`src/rtl/input_current_scheduler_if.sv`:
```
// Bundle between the scheduler, the external weight memory and the
// membrane-update stage.
//   weight_rd_en / weight_addr : read strobe and address into the weight memory
//   weight_rdata               : signed weight, valid one cycle after weight_rd_en
//   current_valid / ready      : handshake for one current per neuron
//   current_neuron / data      : neuron index and saturated signed current
// master = scheduler side, slave = memory/consumer side.
interface input_current_scheduler_if #(
  parameter int W  = 8,
  parameter int AW = 4,
  parameter int NW = 2
);
  logic          weight_rd_en;
  logic [AW-1:0] weight_addr;
  logic [W-1:0]  weight_rdata;
  logic          current_valid;
  logic          current_ready;
  logic [NW-1:0] current_neuron;
  logic [W-1:0]  current_data;

  modport master (
    output weight_rd_en, weight_addr, current_valid, current_neuron, current_data,
    input  weight_rdata, current_ready
  );

  modport slave (
    input  weight_rd_en, weight_addr, current_valid, current_neuron, current_data,
    output weight_rdata, current_ready
  );
endinterface

```
`src/rtl/input_current_scheduler.sv`:
```
// Time-multiplexed weight-sum/saturate datapath for one layer. On start the
// spike vector is latched and every neuron's M weights are read, one per
// cycle; weights whose spike bit is set are summed, the sum is clamped to W
// bits and presented over a valid/ready handshake.
//   clk, reset_n   : clock, asynchronous active-low reset
//   start          : begin a timestep (only honoured in IDLE)
//   input_spikes   : M-bit spike vector, latched on start
//   busy, done     : busy outside IDLE; done pulses after the last handshake
//   bus (master)   : weight memory read port and current output stream
//
// state | meaning
// IDLE  | waiting for start
// ACCUM | issuing M weight reads for the current neuron
// FLUSH | last read returns and is accumulated
// OUT   | current presented, waiting for current_ready
module input_current_scheduler #(
  parameter int N_NEURONS = 4,
  parameter int M         = 4,
  parameter int W         = 8
) (
  input  logic                        clk,
  input  logic                        reset_n,
  input  logic                        start,
  input  logic [M-1:0]                input_spikes,
  output logic                        busy,
  output logic                        done,
  input_current_scheduler_if.master   bus
);
  localparam int AW  = $clog2(N_NEURONS*M);
  localparam int NW  = (N_NEURONS > 1) ? $clog2(N_NEURONS) : 1;
  localparam int SW  = (M > 1) ? $clog2(M) : 1;
  localparam int ACC = W + $clog2(M) + 1;

  localparam logic [NW-1:0] LAST_N = NW'(N_NEURONS-1);
  localparam logic [SW-1:0] LAST_S = SW'(M-1);
  localparam logic signed [ACC-1:0] SAT_MAX = {{(ACC-W+1){1'b0}}, {(W-1){1'b1}}};
  localparam logic signed [ACC-1:0] SAT_MIN = {{(ACC-W+1){1'b1}}, {(W-1){1'b0}}};

  typedef enum logic [1:0] {IDLE, ACCUM, FLUSH, OUT} state_t;

  state_t                 state;
  logic [M-1:0]           spikes;
  logic [NW-1:0]          neuron;
  logic [SW-1:0]          syn;
  logic                   rd_d;
  logic                   spk_d;
  logic signed [ACC-1:0]  acc;
  logic signed [ACC-1:0]  addend;
  logic signed [ACC-1:0]  acc_next;
  logic [W-1:0]           sat_val;

  function automatic logic [AW-1:0] addr_of(input logic [NW-1:0] n, input logic [SW-1:0] s);
    return AW'(int'(n) * M + int'(s));
  endfunction

  // rd_d/spk_d describe the read whose data is on weight_rdata this cycle.
  always_comb begin
    addend = '0;
    if (rd_d && spk_d)
      addend = {{(ACC-W){bus.weight_rdata[W-1]}}, bus.weight_rdata};
    acc_next = acc + addend;
  end

  // Saturate the sum that includes the final weight, so OUT can be entered
  // straight from FLUSH with a registered current.
  always_comb begin
    if (acc_next > SAT_MAX)
      sat_val = {1'b0, {(W-1){1'b1}}};
    else if (acc_next < SAT_MIN)
      sat_val = {1'b1, {(W-1){1'b0}}};
    else
      sat_val = acc_next[W-1:0];
  end

  always_ff @(posedge clk or negedge reset_n) begin
    if (!reset_n) begin
      state              <= IDLE;
      spikes             <= '0;
      neuron             <= '0;
      syn                <= '0;
      rd_d               <= 1'b0;
      spk_d              <= 1'b0;
      acc                <= '0;
      busy               <= 1'b0;
      done               <= 1'b0;
      bus.weight_rd_en   <= 1'b0;
      bus.weight_addr    <= '0;
      bus.current_valid  <= 1'b0;
      bus.current_neuron <= '0;
      bus.current_data   <= '0;
    end else begin
      done  <= 1'b0;
      rd_d  <= bus.weight_rd_en;
      spk_d <= spikes[syn];
      acc   <= acc_next;
      case (state)
        IDLE: begin
          if (start) begin
            spikes           <= input_spikes;
            neuron           <= '0;
            syn              <= '0;
            acc              <= '0;
            bus.weight_rd_en <= 1'b1;
            bus.weight_addr  <= '0;
            busy             <= 1'b1;
            state            <= ACCUM;
          end
        end
        ACCUM: begin
          if (syn == LAST_S) begin
            bus.weight_rd_en <= 1'b0;
            state            <= FLUSH;
          end else begin
            syn             <= SW'(syn + 1'b1);
            bus.weight_addr <= addr_of(neuron, SW'(syn + 1'b1));
          end
        end
        FLUSH: begin
          bus.current_valid  <= 1'b1;
          bus.current_neuron <= neuron;
          bus.current_data   <= sat_val;
          state              <= OUT;
        end
        OUT: begin
          if (bus.current_ready) begin
            bus.current_valid <= 1'b0;
            if (neuron == LAST_N) begin
              busy  <= 1'b0;
              done  <= 1'b1;
              state <= IDLE;
            end else begin
              neuron           <= NW'(neuron + 1'b1);
              syn              <= '0;
              acc              <= '0;
              bus.weight_rd_en <= 1'b1;
              bus.weight_addr  <= addr_of(NW'(neuron + 1'b1), '0);
              state            <= ACCUM;
            end
          end
        end
        default: state <= IDLE;
      endcase
    end
  end
endmodule
```
`src/flat_wrapper.sv`:
```
// flat-port wrapper written by rule: the top's interface ports become plain ports
module input_current_scheduler_flat 
#(
  parameter int N_NEURONS = 4,
  parameter int M         = 4,
  parameter int W         = 8
)
  (clk, reset_n, start, input_spikes, busy, done, bus_weight_rd_en, bus_weight_addr, bus_current_valid, bus_current_neuron, bus_current_data, bus_weight_rdata, bus_current_ready);
  input_current_scheduler_if #(.W(W)) bus_i ();
  input  logic clk;
  input  logic reset_n;
  input  logic start;
  input  logic [M-1:0] input_spikes;
  output logic busy;
  output logic done;
  output wire logic [$bits(bus_i.weight_rd_en)-1:0] bus_weight_rd_en;
  output wire logic [$bits(bus_i.weight_addr)-1:0] bus_weight_addr;
  output wire logic [$bits(bus_i.current_valid)-1:0] bus_current_valid;
  output wire logic [$bits(bus_i.current_neuron)-1:0] bus_current_neuron;
  output wire logic [$bits(bus_i.current_data)-1:0] bus_current_data;
  input wire logic [$bits(bus_i.weight_rdata)-1:0] bus_weight_rdata;
  input wire logic [$bits(bus_i.current_ready)-1:0] bus_current_ready;
  assign bus_weight_rd_en = bus_i.weight_rd_en;
  assign bus_weight_addr = bus_i.weight_addr;
  assign bus_current_valid = bus_i.current_valid;
  assign bus_current_neuron = bus_i.current_neuron;
  assign bus_current_data = bus_i.current_data;
  assign bus_i.weight_rdata = bus_weight_rdata;
  assign bus_i.current_ready = bus_current_ready;
  input_current_scheduler #(.N_NEURONS(N_NEURONS), .M(M), .W(W)) u_core (.clk(clk), .reset_n(reset_n), .start(start), .input_spikes(input_spikes), .busy(busy), .done(done), .bus(bus_i));
endmodule
```
`config.mk`:
```
export PLATFORM = sky130hd
export DESIGN_NAME = input_current_scheduler_flat
export DESIGN_NICKNAME = d
export VERILOG_FILES = /design/src/rtl/input_current_scheduler_if.sv /design/src/rtl/input_current_scheduler.sv /design/src/flat_wrapper.sv
export SDC_FILE = /design/constraint.sdc
export NUM_CORES = 1
export LEC_CHECK = 0
export ABC_AREA = 1
export ABC_CLOCK_PERIOD_IN_PS = 5000
export CAP_MARGIN = 20
export CORE_MARGIN = 2
export CORE_UTILIZATION = 44
export DETAILED_ROUTE_END_ITERATION = 10
export PLACE_DENSITY = 0.75
export SLEW_MARGIN = 30
export SYNTH_ARGS = -nofsm -noshare
export SYNTH_HDL_FRONTEND = slang
export SYNTH_SLANG_ARGS = --single-unit
```
`constraint.sdc`:
```
create_clock -name clk -period 5 [get_ports clk]
set_clock_uncertainty 0.2 [all_clocks]
set_input_delay 0.5 -clock clk [delete_from_list [all_inputs] [get_ports clk]]
set_output_delay 0.5 -clock clk [all_outputs]
set_load 0.005 [all_outputs]
```
# [Word-level counts from Yosys, hierarchy flattened]
# Index checks and enable logic that the tools add are counted.
[word_totals] regBits=41 input_bits=16 elab_cells=84
[op_classes] addsub=4 n_lt_le_gt_ge=3 n_eq_ne=11 mux=40 reduce_logical=12
[ops] operator="$mux W11" count=4
[ops] operator="$pmux W11 S2" count=1
[ops] operator="$mux W2" count=9
[ops] operator="$mux W4" count=4
[ops] operator="$mux W8" count=2
[ops] operator="$mux W1" count=12
[ops] operator="$pmux W4 S3" count=1
[ops] operator="$add A11 B11 Y11" count=1
[ops] operator="$gt A11 B8 Y1 const B" count=1
[ops] operator="$lt A11 B8 Y1 const B" count=1
[ops] operator="$reduce_and A5 Y1" count=2
[ops] operator="$eq A2 B2 Y1 const B" count=4
[ops] operator="$ne A2 B2 Y1 const B" count=4
[ops] operator="$pmux W2 S4" count=1
[ops] operator="$reduce_and A4 Y1" count=2
[ops] operator="$pmux W2 S3" count=1
[ops] operator="$add A2 B1 Y2 const B" count=2
[ops] operator="$add A4 B2 Y4" count=1
[ops] operator="$ne A2 B1 Y1 const B" count=2
[ops] operator="$pmux W1 S2" count=2
[ops] operator="$pmux W2 S2" count=1
[ops] operator="$reduce_and A2 Y1" count=2
[ops] operator="$reduce_bool A2 Y1" count=2
[ops] operator="$lt A2 B3 Y1 const B" count=1
[ops] operator="other kinds (7)" count=7

# [Logic depth before layout (Yosys ltp)]
# Gate-level depths: netlist (run 1).
[logic_depth] word_depth=6 mapped_depth=16 depth_no_buf=16

# [Worst setup path after synthesis (run 1)]
# OpenSTA, ideal clock, no wires.
[synth_path] kind="input to register" start="in bus_weight_rdata[0]" end="reg u_core.bus.current_data[2]" t_arrival_ns=2.052 required_time_ns=4.670 setup_slack_ns=2.618 path_stages=14 cell_sequence="inv_1 nor2_1 ha_1 fa_1 nand3_1 nand2_1 nand2_1 nand2_1 nand2_1 nand2_4 inv_1 nand3_2 a21oi_2 a21oi_1"
[synth_via] elab_chain_len=5
[synth_lines] item="from (decl)" line_no="flat_wrapper.sv:21" text="input wire logic [$bits(bus_i.weight_rdata)-1:0] bus_weight_rdata;"
[synth_lines] item="$mux W11 *" line_no="input_current_scheduler.sv:59" text="if (rd_d && spk_d)"
[synth_lines] item="$add A11 B11 Y11 *" line_no="input_current_scheduler.sv:61" text="acc_next = acc + addend;"
[synth_lines] item="$lt A11 B8 Y1" line_no="input_current_scheduler.sv:69" text="else if (acc_next < SAT_MIN)"
[synth_lines] item="$mux W8" line_no="input_current_scheduler.sv:69"
[synth_lines] item="$mux W8 *" line_no="input_current_scheduler.sv:67" text="if (acc_next > SAT_MAX)"
[synth_lines] item="to (signal assigned)" line_no="input_current_scheduler.sv:121" text="bus.current_data <= sat_val;"
[synth_lines] item="to (decl)" line_no="input_current_scheduler_if.sv:22" text="output weight_rd_en, weight_addr, current_valid, current_neuron, current_data,"
# Every way passes the cells marked *; elsewhere a longest branch is shown, timed or not.
# A chain may end at the register's enable or synchronous reset.

# [Worst setup path after layout (run 1)]
# Same ends and word-level chain as after synthesis.

==> metrics.md, run 1 <==
| Metric | Value |
|---|---|
| CTS root buffer | `clkbuf_8` |
| Placement Setup Slack | `2000 ps` |
| Remaining Overflow, GRT | `0` |
| N_diodes | `0` |
| Finished Cell Area | `2860 µm²` |
| Commonest non-fill, non-tap cell in the layout | `nand2_1` |
| Final hold slack | `-24.4 ps` |
| Seq/Total Area, Yosys | `43.9%` |
| Tcrit/Tclk final | `54.2%` |
| Worst Max-Slew Pin Slew | `669 ps` |
| Core ar. | `5110 µm²` |
| Layout area overhead | `22.3%` |
| DP Area | `2740 µm²` |
| Clock period minus worst slack | `2710 ps` |
| Hold Path Class | `in -> async` |
| Die height | `76.9 µm` |
| Post-synth ARST share | `100%` |
| Yosys warnings | `0` |
| IO Pins | `34` |
| First-pass GRT wire length | `8550 µm` |
| FMAX | `369 MHz` |
| Worst endpoint required time | `4960 ps` |
| Worst Setup Start Kind | `primary input` |
| Pre-Repair DR Iteration Count | `4` |
| Synthesis-stage register bit count | `41` |
| Post-CTS Setup Inserts | `0` |
| Antenna violations before repair | `0` |
| Final setup fails | `0` |
| Largest net degree at the start of global routing | `42` |
| Residual DRC count | `0` |
| TritonCTS clock tree | `done` |
| Die extent in x | `76.9 µm` |
| Iteration-0 DRC count of the detailed router | `80` |
| Ys flop type | `dfrtp_1` |
| Peak VDD IR | `0.460 mV` |
| CP Data Arrival Time | `2670 ps` |
| Row Count | `26` |
| PortBufs | `33` |
| Vias | `1953` |
| Layout cell share with drive strength beyond 1 | `7.78%` |
| Final worst slack | `2290 ps` |
| Cts-stage hold buffer count | `0` |
| Post-synth net total | `329` |
| TNS Setup | `0 ps` |
| DR WL/cell | `12.0 µm` |
| Skew-Pair Late Insertion Delay | `290 ps` |
| Number of global-route vias before repair | `1938` |
| Resized Gates After CTS | `0` |
| CTS buffer count | `5` |
| Synth unique cells | `26` |
| Status | `finished, violations left` |
| Total routed wirelength | `4850 µm` |
| Mapped cell area | `2340 µm²` |
| Post-route ant nets | `0` |
| Via density | `4.83` |
| CTS clock-pin slew for the worst setup and hold paths | `80 ps` |
| RSZ-0062 raised after global routing | `no` |
| Power Dens Cells | `667 nW/µm²` |
| Synth Instances | `296` |
| Clock sinks | `41` |
| Max_cap viols | `0` |
| Failing checks | `negative hold slack` |
| Worst Path Max Fanout | `5` |
| Routability cong. | `0.885` |
| CTS Buffer Depth | `2` |
| Crit end category | `register` |
| Number of H-tree levels | `2` |
| Fin. Hold Viols | `41` |
| Average size of a mapped cell | `7.90 µm²` |
| Slew margin rel. | `55.3%` |
| R2R setup slack | `2300 ps` |
| Final HPWL DP | `3730 µm` |
| Die area | `5920 µm²` |
| Layout Utilization | `56.0%` |
| Initial Utilization | `45.8%` |
| Final #Nets | `366` |
| Power Total | `1910 µW` |
| Leak Pwr | `0.00149 µW` |
| Most frequent cells in the layout | `nand2_1 (75), inv_1 (48), dfrtp_1 (41)` |
| Number of enable flip-flop cells after synthesis | `0` |
| Crit Path Class | `in -> reg` |
| GRT Resource Usage Total | `17.9%` |
| Final Slew Violations | `0` |
## worst max-delay path, stage by stage
cell and delay [ps]:
clkdlybuf4s50_1 400, inv_1 50, nor2_1 40, ha_1 230, fa_1 430, nand3_1 110, nand2_1 100, nand2_1 90
nand2_1 50, nand2_1 90, nand2_4 50, inv_1 80, nand3_2 90, a21oi_2 250, a21oi_1 110
## metrics by stage
step / hold WS, ps / cells
global placement: 214 / 396
CTS: 165 / 404
global route: 7.40 / 404
detailed placement: 211 / 396
finish: -24.4 / 404
floorplan: 4.41 / 296
## kinds of logic (layout without fill, tap and decap cells)
group	Yosys count	after routing	share of synthesized area (%)
compound gates	37	37	9.52
xor+xnor	5	5	1.87
fa+ha+maj	17	17	9.41
buf+inv	52	90	8.40
flops	41	41	43.9
mux	4	4	1.92
simple gates	140	140	25.0
## per-layer routing
layer  vias up  GRT usage (%)  part of all wire, %
met4         0           6.36                  1.5
met2        39           30.6                   48
li1        998              -                    -
met3         8           3.65                  3.7
met1       908           22.4                   47
met5         -              0                    0
## area by class of cell
cell class	instances	area, µm²
fillers	507	2250
inverters	49	184
multi-input cells	203	1120
repair buffers	33	328
clock inverters	1	30.0
well taps	70	87.6
flip-flops and latches	41	1030
clock buffers	7	86.3
## power by group
| group | switching (µW) | internal (µW) | leakage (µW) |
|---|---|---|---|
| Combinational | 639 | 425 | 0.000934 |
| Sequential | 85.7 | 483 | 0.000496 |
| Clock | 111 | 163 | 0.0000585 |
| Total | 836 | 1070 | 0.00149 |
## final timing paths
kind                                               to                     from  cells after the start
max                        u_core.bus.current_data[2]      bus_weight_rdata[0]                     15
min                                  u_core.spikes[0]                  reset_n                      1
max reg2reg                u_core.bus.current_data[2]             u_core.spk_d                     14
min reg2reg                               u_core.rd_d  u_core.bus.weight_rd_en                      0
max in group asynchronous  u_core.bus.current_data[2]                  reset_n                      1
min in group clk                          u_core.rd_d  u_core.bus.weight_rd_en                      0
## registers in the layout, indices dropped and copies added, names as in the netlist
register	cells
u_core.rd_d	1
u_core.spikes	4
u_core.acc	11
u_core.busy	1
u_core.bus.current_data	8
u_core.state	2
u_core.bus.weight_addr	4
u_core.bus.weight_rd_en	1
u_core.spk_d	1
u_core.syn	2
u_core.bus.current_valid	1
u_core.bus.current_neuron	2
u_core.neuron	2
u_core.done	1
## synthesized netlist by cell type, types with 5 or more instances
cell type,n,area (µm²)
nand2_1,75,282
inv_1,48,180
dfrtp_1,41,1030
nor2_1,39,146
ha_1,16,200
o21ai_0,14,70.1
a21oi_1,13,65.1
nand3_1,12,60.1
nand2_2,5,31.3
nand4_1,5,31.3
xor2_1,5,43.8
Note: power is estimated with default switching activity, not from simulation.
==> run 2: changes to the inputs <==
- ABC_CLOCK_PERIOD_IN_PS: 5000 -> 2300
- PLACE_DENSITY: 0.75 -> 0.77
- clock period: 5 -> 2.3 ns (I/O delays scaled with it)
==> metrics.md, run 2 (synthesized netlist as in run 1, its figures left out) <==
| Metric | Value |
|---|---|
| Number of H-tree levels | `2 (unchanged)` |
| Antenna violations before repair | `0 (unchanged)` |
| Fin. Hold Viols | `0 (-100%)` |
| IO Pins | `34 (unchanged)` |
| Final worst slack | `-85.2 ps (-2370 ps)` |
| FILL cells | `430 (-15%)` |
| Critical-path cell list | `nand2_4, buf_6, nor2_4, ha_4, nand2_1, nand2_2, inv_2, o21ai_2, nand2_2, buf_4, nand4_1, nand2_2, a21oi_4, a21oi_2` |
| CTS clock-pin slew for the worst setup and hold paths | `70 ps (about the same)` |
| CTS root buffer | `clkbuf_8` |
| Cell mode on critical path | `nand2_2` |
| Post-route ant nets | `0 (unchanged)` |
| Max_cap viols | `0 (unchanged)` |
| N_diodes | `0 (unchanged)` |
| Total routed wirelength | `5660 µm (+17%)` |
| RSZ-0062 raised after global routing | `yes` |
| Skew-Pair Late Insertion Delay | `290 ps (about the same)` |
| Dpl cells | `414 (+4.5%)` |
| Finished Cell Area | `3280 µm² (+15%)` |
| Crit end category | `register` |
| Initial Utilization | `45.8% (unchanged)` |
| Vias | `2148 (+10%)` |
| Tcrit/Tclk final | `104%` |
| Final #Nets | `393 (+7.4%)` |
| Worst Max-Slew Pin Slew | `514 ps (-155 ps)` |
| Max incr delay on CP | `410 ps (-20 ps)` |
| Biggest register | `u_core.acc` |
| Largest regs | `u_core.acc (11), u_core.bus.current_data (8)` |
| GRT Resource Usage Total | `20.1% (+2.2 points)` |
| Final HPWL DP | `3900 µm (+4.6%)` |
| GRT met3 Usage | `3.29% (-0.35 points)` |
| Pre-Repair DR Iteration Count | `4 (unchanged)` |
| Buf/Inv on CP | `3 (unchanged)` |
| Hold Path Class | `reg -> reg` |
| Die height | `76.9 µm (unchanged)` |
| First-pass GRT wire length | `9500 µm (+11%)` |
| Layout area overhead | `40.1%` |
| Remaining Overflow, GRT | `0 (unchanged)` |
| Multi-input gate area | `1330 µm² (+19%)` |
| Power Dens Cells | `1500 nW/µm² (+130%)` |
| Crit path max-delay family | `simple AND/OR/NAND/NOR gates` |
| Final Slew Violations | `0 (unchanged)` |
| Finished Layout Cells | `431 (+6.7%)` |
| Peak VDD IR | `0.808 mV (+76%)` |
| Slew margin rel. | `65.7% (+10 points)` |
| Layout cell share with drive strength beyond 1 | `26.6% (+19 points)` |
| DP Area | `2890 µm² (+5.4%)` |
| Crit Path Class | `reg -> reg` |
| Die extent in x | `76.9 µm (unchanged)` |
| Number of global-route vias before repair | `2164 (+12%)` |
| Gr busiest metal | `met2` |
| GR met2 Demand/Resource | `36.6% (+6.0 points)` |
| Worst Path Max Fanout | `6 (+1)` |
| CTS buffer count | `5 (unchanged)` |
| Final hold slack | `238 ps (+263 ps)` |
| Clock period minus worst slack | `2390 ps` |
| CTS Buffer Depth | `2 (unchanged)` |
| Row Count | `26 (unchanged)` |
| Iteration-0 DRC count of the detailed router | `55 (-31%)` |
| Die area | `5920 µm² (unchanged)` |
| FMAX | `419 MHz` |
| CP Data Arrival Time | `2360 ps (-310 ps)` |
| Residual DRC count | `0 (unchanged)` |
| Leak Pwr | `0.00163 µW (+9.8%)` |
| Status | `finished, violations left` |
| Routability cong. | `0.888 (+0.38%)` |
| Via density | `4.98 (+3.1%)` |
| Global routing usage on met1 | `23.3% (+0.84 points)` |
| TritonCTS clock tree | `done` |
| Core ar. | `5110 µm² (unchanged)` |
| Failing checks | `negative setup slack` |
| Largest register FFs | `11 (unchanged)` |
| Clock sinks | `41 (unchanged)` |
| Largest net degree at the start of global routing | `42 (unchanged)` |
| Commonest non-fill, non-tap cell in the layout | `nand2_1` |
| Final setup fails | `7 (+7)` |
| CP max stage cell | `dfrtp_1` |
| FF+latch area | `1030 µm² (unchanged)` |
| Most frequent cells in the layout | `nand2_1 (65), inv_1 (43), dfrtp_1 (41)` |
| DR WL/cell | `13.1 µm (+9.4%)` |
| PortBufs | `33 (unchanged)` |
| TNS Setup | `-488 ps (-488 ps)` |
| Worst Setup Start Kind | `register` |
| Worst endpoint required time | `2270 ps (-2690 ps)` |
[run 2: metrics by stage]
stage / utilization (%) / setup slack (ps) / total power [µW]
after floorplan: - / 25.8 / 2830
after CTS: 62.0 / -49.9 / 4700
after detailed placement: 56.5 / -282 / 3820
after global routing: 64.2 / -219 / 5350
after global placement: 56.5 / -229 / 3740
final: 64.2 / -85.2 / 4920
[run 2: metal layers]
metal / vias up / share of wire, %
met3: 18 / 2.9
met2: 41 / 51
met4: 0 / 3.9
met5: - / 0
li1: 1059 / -
met1: 1030 / 42
[run 2: final cells by class]
cell class / count / share of cell area, %
clock buffer: 7 / 2.63
clock inverter: 1 / 0.916
inverter: 49 / 5.61
multi-input combinational: 203 / 40.6
sequential: 41 / 31.3
tap: 70 / 2.67
timing repair buffer: 60 / 16.3
[run 2: timing repair]
action,in CTS,in global routing
hold buffers,1,0
setup endpoints to repair,9,10
hold endpoints to repair,41,0
buffers inserted,4,4
pin swaps,24,24
gates resized for setup,30,22
cloned,0,0
[run 2: final timing paths]
path	from	end	slack, ps	depth (start not counted)
hold reg to reg	u_core.bus.weight_rd_en	u_core.rd_d	240	0
setup reg to reg	u_core.rd_d	u_core.bus.current_data[3]	-90	14
setup / recovery	u_core.rd_d	u_core.bus.current_data[3]	-90	14
max in group asynchronous	reset_n	u_core.bus.current_data[2]	1210	3
min in group asynchronous	reset_n	u_core.syn[1]	330	3
hold / removal	u_core.bus.weight_rd_en	u_core.rd_d	240	0
[run 2: report_power, final]
part / internal (µW) / total (µW) / switching, µW
Combinational: 1390 / 3050 / 1660
Clock: 354 / 592 / 238
Sequential: 1050 / 1280 / 227
==> edit, RTL diff (config.mk and constraints of run 2) <==
`W` is set to 8 in 3 places; all go to 10.
--- a/src/rtl/input_current_scheduler_if.sv
+++ b/src/rtl/input_current_scheduler_if.sv
@@ -7,5 +7,5 @@
 // master = scheduler side, slave = memory/consumer side.
 interface input_current_scheduler_if #(
-  parameter int W  = 8,
+  parameter int W  = 10,
   parameter int AW = 4,
   parameter int NW = 2
--- a/src/rtl/input_current_scheduler.sv
+++ b/src/rtl/input_current_scheduler.sv
@@ -17,5 +17,5 @@
   parameter int N_NEURONS = 4,
   parameter int M         = 4,
-  parameter int W         = 8
+  parameter int W         = 10
 ) (
   input  logic                        clk,
--- a/src/flat_wrapper.sv
+++ b/src/flat_wrapper.sv
@@ -4,5 +4,5 @@
   parameter int N_NEURONS = 4,
   parameter int M         = 4,
-  parameter int W         = 8
+  parameter int W         = 10
 )
   (clk, reset_n, start, input_spikes, busy, done, bus_weight_rd_en, bus_weight_addr, bus_current_valid, bus_current_neuron, bus_current_data, bus_weight_rdata, bus_current_ready);
Interface: changed (resized bus_current_data and bus_weight_rdata); port bits go from 34 to 38. The function was not compared with the original's and may differ.
==> edit against run 2 <==
- count of clock-buffer cells in the layout stayed put
- sequential share of layout area is 3.8 points lower
- largest cell class unchanged
- design area is 25% higher
- combinational power is 43% higher
- area after synthesis is 13% higher
- clock power is 9.0% lower
- via count is 20% higher
- total power is 28% higher
- the flow still finishes with violations (negative setup slack)
- global-route usage is 1.8 points higher
- setup slack worse by 69 ps
- wire length is 34% higher
- sequential cell count is 4 higher
- highest routed layer unchanged
==> edit: results (changes against run 2) <==
worst_setup_path:
  r2r-end: "u_core.bus.current_data[8]"
  slowest_stage: "fa_2"
  reg2reg_from: "u_core.spk_d"
  cp.arrival_ps: 2440  # +80 ps
  cp_max_fo: 7  # +1
yosys:
  synthTopCellsByCount: "nand2_1, inv_1, dfrtp_1, nor2_1, a21oi_1"
  yosysSeqAreaShare: 0.427  # -0.0120
  synth_cell_types: 28  # +7.7%
  syn_nets: 377  # +15%
  synth_area_leaders: "dfrtp_1, nand2_1, ha_1"
  synthCells: 340  # +15%
routing:
  routed_wl_microns: 7560  # +34%
  met1_length_microns: 2800  # +18%
  wl_met2_microns: 4190  # +45%
  drt-vias-per-instance: 5.19  # +4.0%
  wl_met3_microns: 295  # +82%
  drt_first_iter_violations: 162  # +190%
sta:
  relSlewSlack: 0.625  # -0.0324
  finalSetupViolations: 11  # +4
  timing.final.ws_setup_ps: -154  # -68.6 ps
die:
  start_util: 0.451  # -0.00687
place:
  io_buffers: 37  # +12%
  dp_hpwl_microns: 4470  # +15%
  place_inst: 475  # +15%
  place_ws_ps: -445  # -163 ps
  gp_congestion: 0.842  # -5.3%
pwr:
  switching_share: 0.461  # +0.0292
  ir_drop_mv: 0.838  # +3.7%
  power.leakage_nw: 2.03  # +24%
finish:
  finalNonFillerCells: 497  # +15%
  final_nets: 458  # +17%
  drive_gt1_frac: 0.403  # +0.137
  reg_top3: "u_core.acc: 13 flops, u_core.bus.current_data: 10 flops"
status:
  violations: "negative setup slack"
  status: "finished with violations"
clock_tree:
  htreeDepth: 2  # unchanged
  clk_pin_slew_ps: 80
global_route:
  grt_pass1_wl_microns: 11200  # +18%
  grt_pass1_vias: 2566  # +19%
  grt_max_degree: 46  # +9.5%
  grt.total_usage: 0.220  # +0.0185
==> edit: cell types whose count changed after synthesis, sizes merged, moves of 3 or more <==
cell and change:
inv +11, dfrtp +4, a21oi +6, nand2 +7, xnor2 +3, nor2 +6
==> edit: repair_timing <==
item	4_1_cts	5_1_grt
hold buffers	1	0
setup buffers	6	7
endpoints found under the hold margin	45	0
pin swaps	31	39
gates resized for setup	85	59
endpoints found under the setup margin	11	21
==> edit: final cells by class <==
type	instances	area [sq um]	area share
Multi-Input combinational cell	232	1850	0.452
Sequential cell	45	1130	0.275
Timing Repair Buffer	77	692	0.169
Inverter	60	233	0.0568
Clock buffer	7	96.3	0.0235
Tap cell	75	93.8	0.0229
Clock inverter	1	5.00	0.00122
==> edit: cell families (layout without fill, tap and decap cells) <==
group	Yosys count	in the layout	synth area share
AO/OA/AOI/OAI	43	43	0.0905
XOR/XNOR	8	8	0.0265
adder cells (fa/ha/maj)	19	19	0.0929
buffers and inverters	63	145	0.0896
flip-flops	45	45	0.427
multiplexers	4	4	0.0171
AND/OR/NAND/NOR	158	158	0.257
==> edit: through the flow <==
stage / TNS (ps) / instance area (sq um) / utilization / hold WS, ps
detailed placement: -5030 / 3280 / 0.561 / 153
finish: -1320 / 4100 / 0.700 / 245
floorplan: 0 / 2640 / - / -266
global placement: -4110 / 3280 / 0.561 / 147
global route: -2790 / 4100 / 0.700 / 270
CTS: -395 / 3800 / 0.650 / 248
==> edit: critical path: cells and delay by family, from the launching register on <==
kind / cells / cell delay (ps)
AOI/OAI and AO/OA: 2 / 200
and+or+nand+nor: 7 / 700
adders and majority gates: 2 / 580
DFF: 1 / 350
buffers and inverters: 3 / 290
==> edit: routing by layer <==
metal,vias up,GRT usage
met1,1242,0.241
met5,-,0
met2,80,0.416
met4,0,0.0898
met3,28,0.0363
li1,1227,-
==> edit: how the worst max path moves through the flow <==
stage / depth (start not counted) / to / from / slack, ps
6_report: 14 / u_core.bus.current_data[8] / u_core.spk_d / -150
5_1_grt: 14 / u_core.bus.current_data[5] / u_core.spk_d / -260
4_1_cts: 15 / u_core.bus.current_data[3] / u_core.spk_d / -60
3_5_place_dp: 14 / u_core.bus.current_data[3] / bus_weight_rdata[0] / -450
3_3_place_gp: 14 / u_core.bus.current_data[4] / bus_weight_rdata[0] / -370
2_1_floorplan: 11 / u_core.bus.current_data[2] / u_core.rd_d / 20
==> edit: power groups by stage <==
stage	clock network [mW]	logic (mW)	registers, mW
floorplan	0	1.83	1.32
global placement	0	2.88	1.35
detailed placement	0	2.96	1.36
CTS	0.548	3.60	1.37
global route	0.585	4.74	1.41
finish	0.539	4.35	1.38
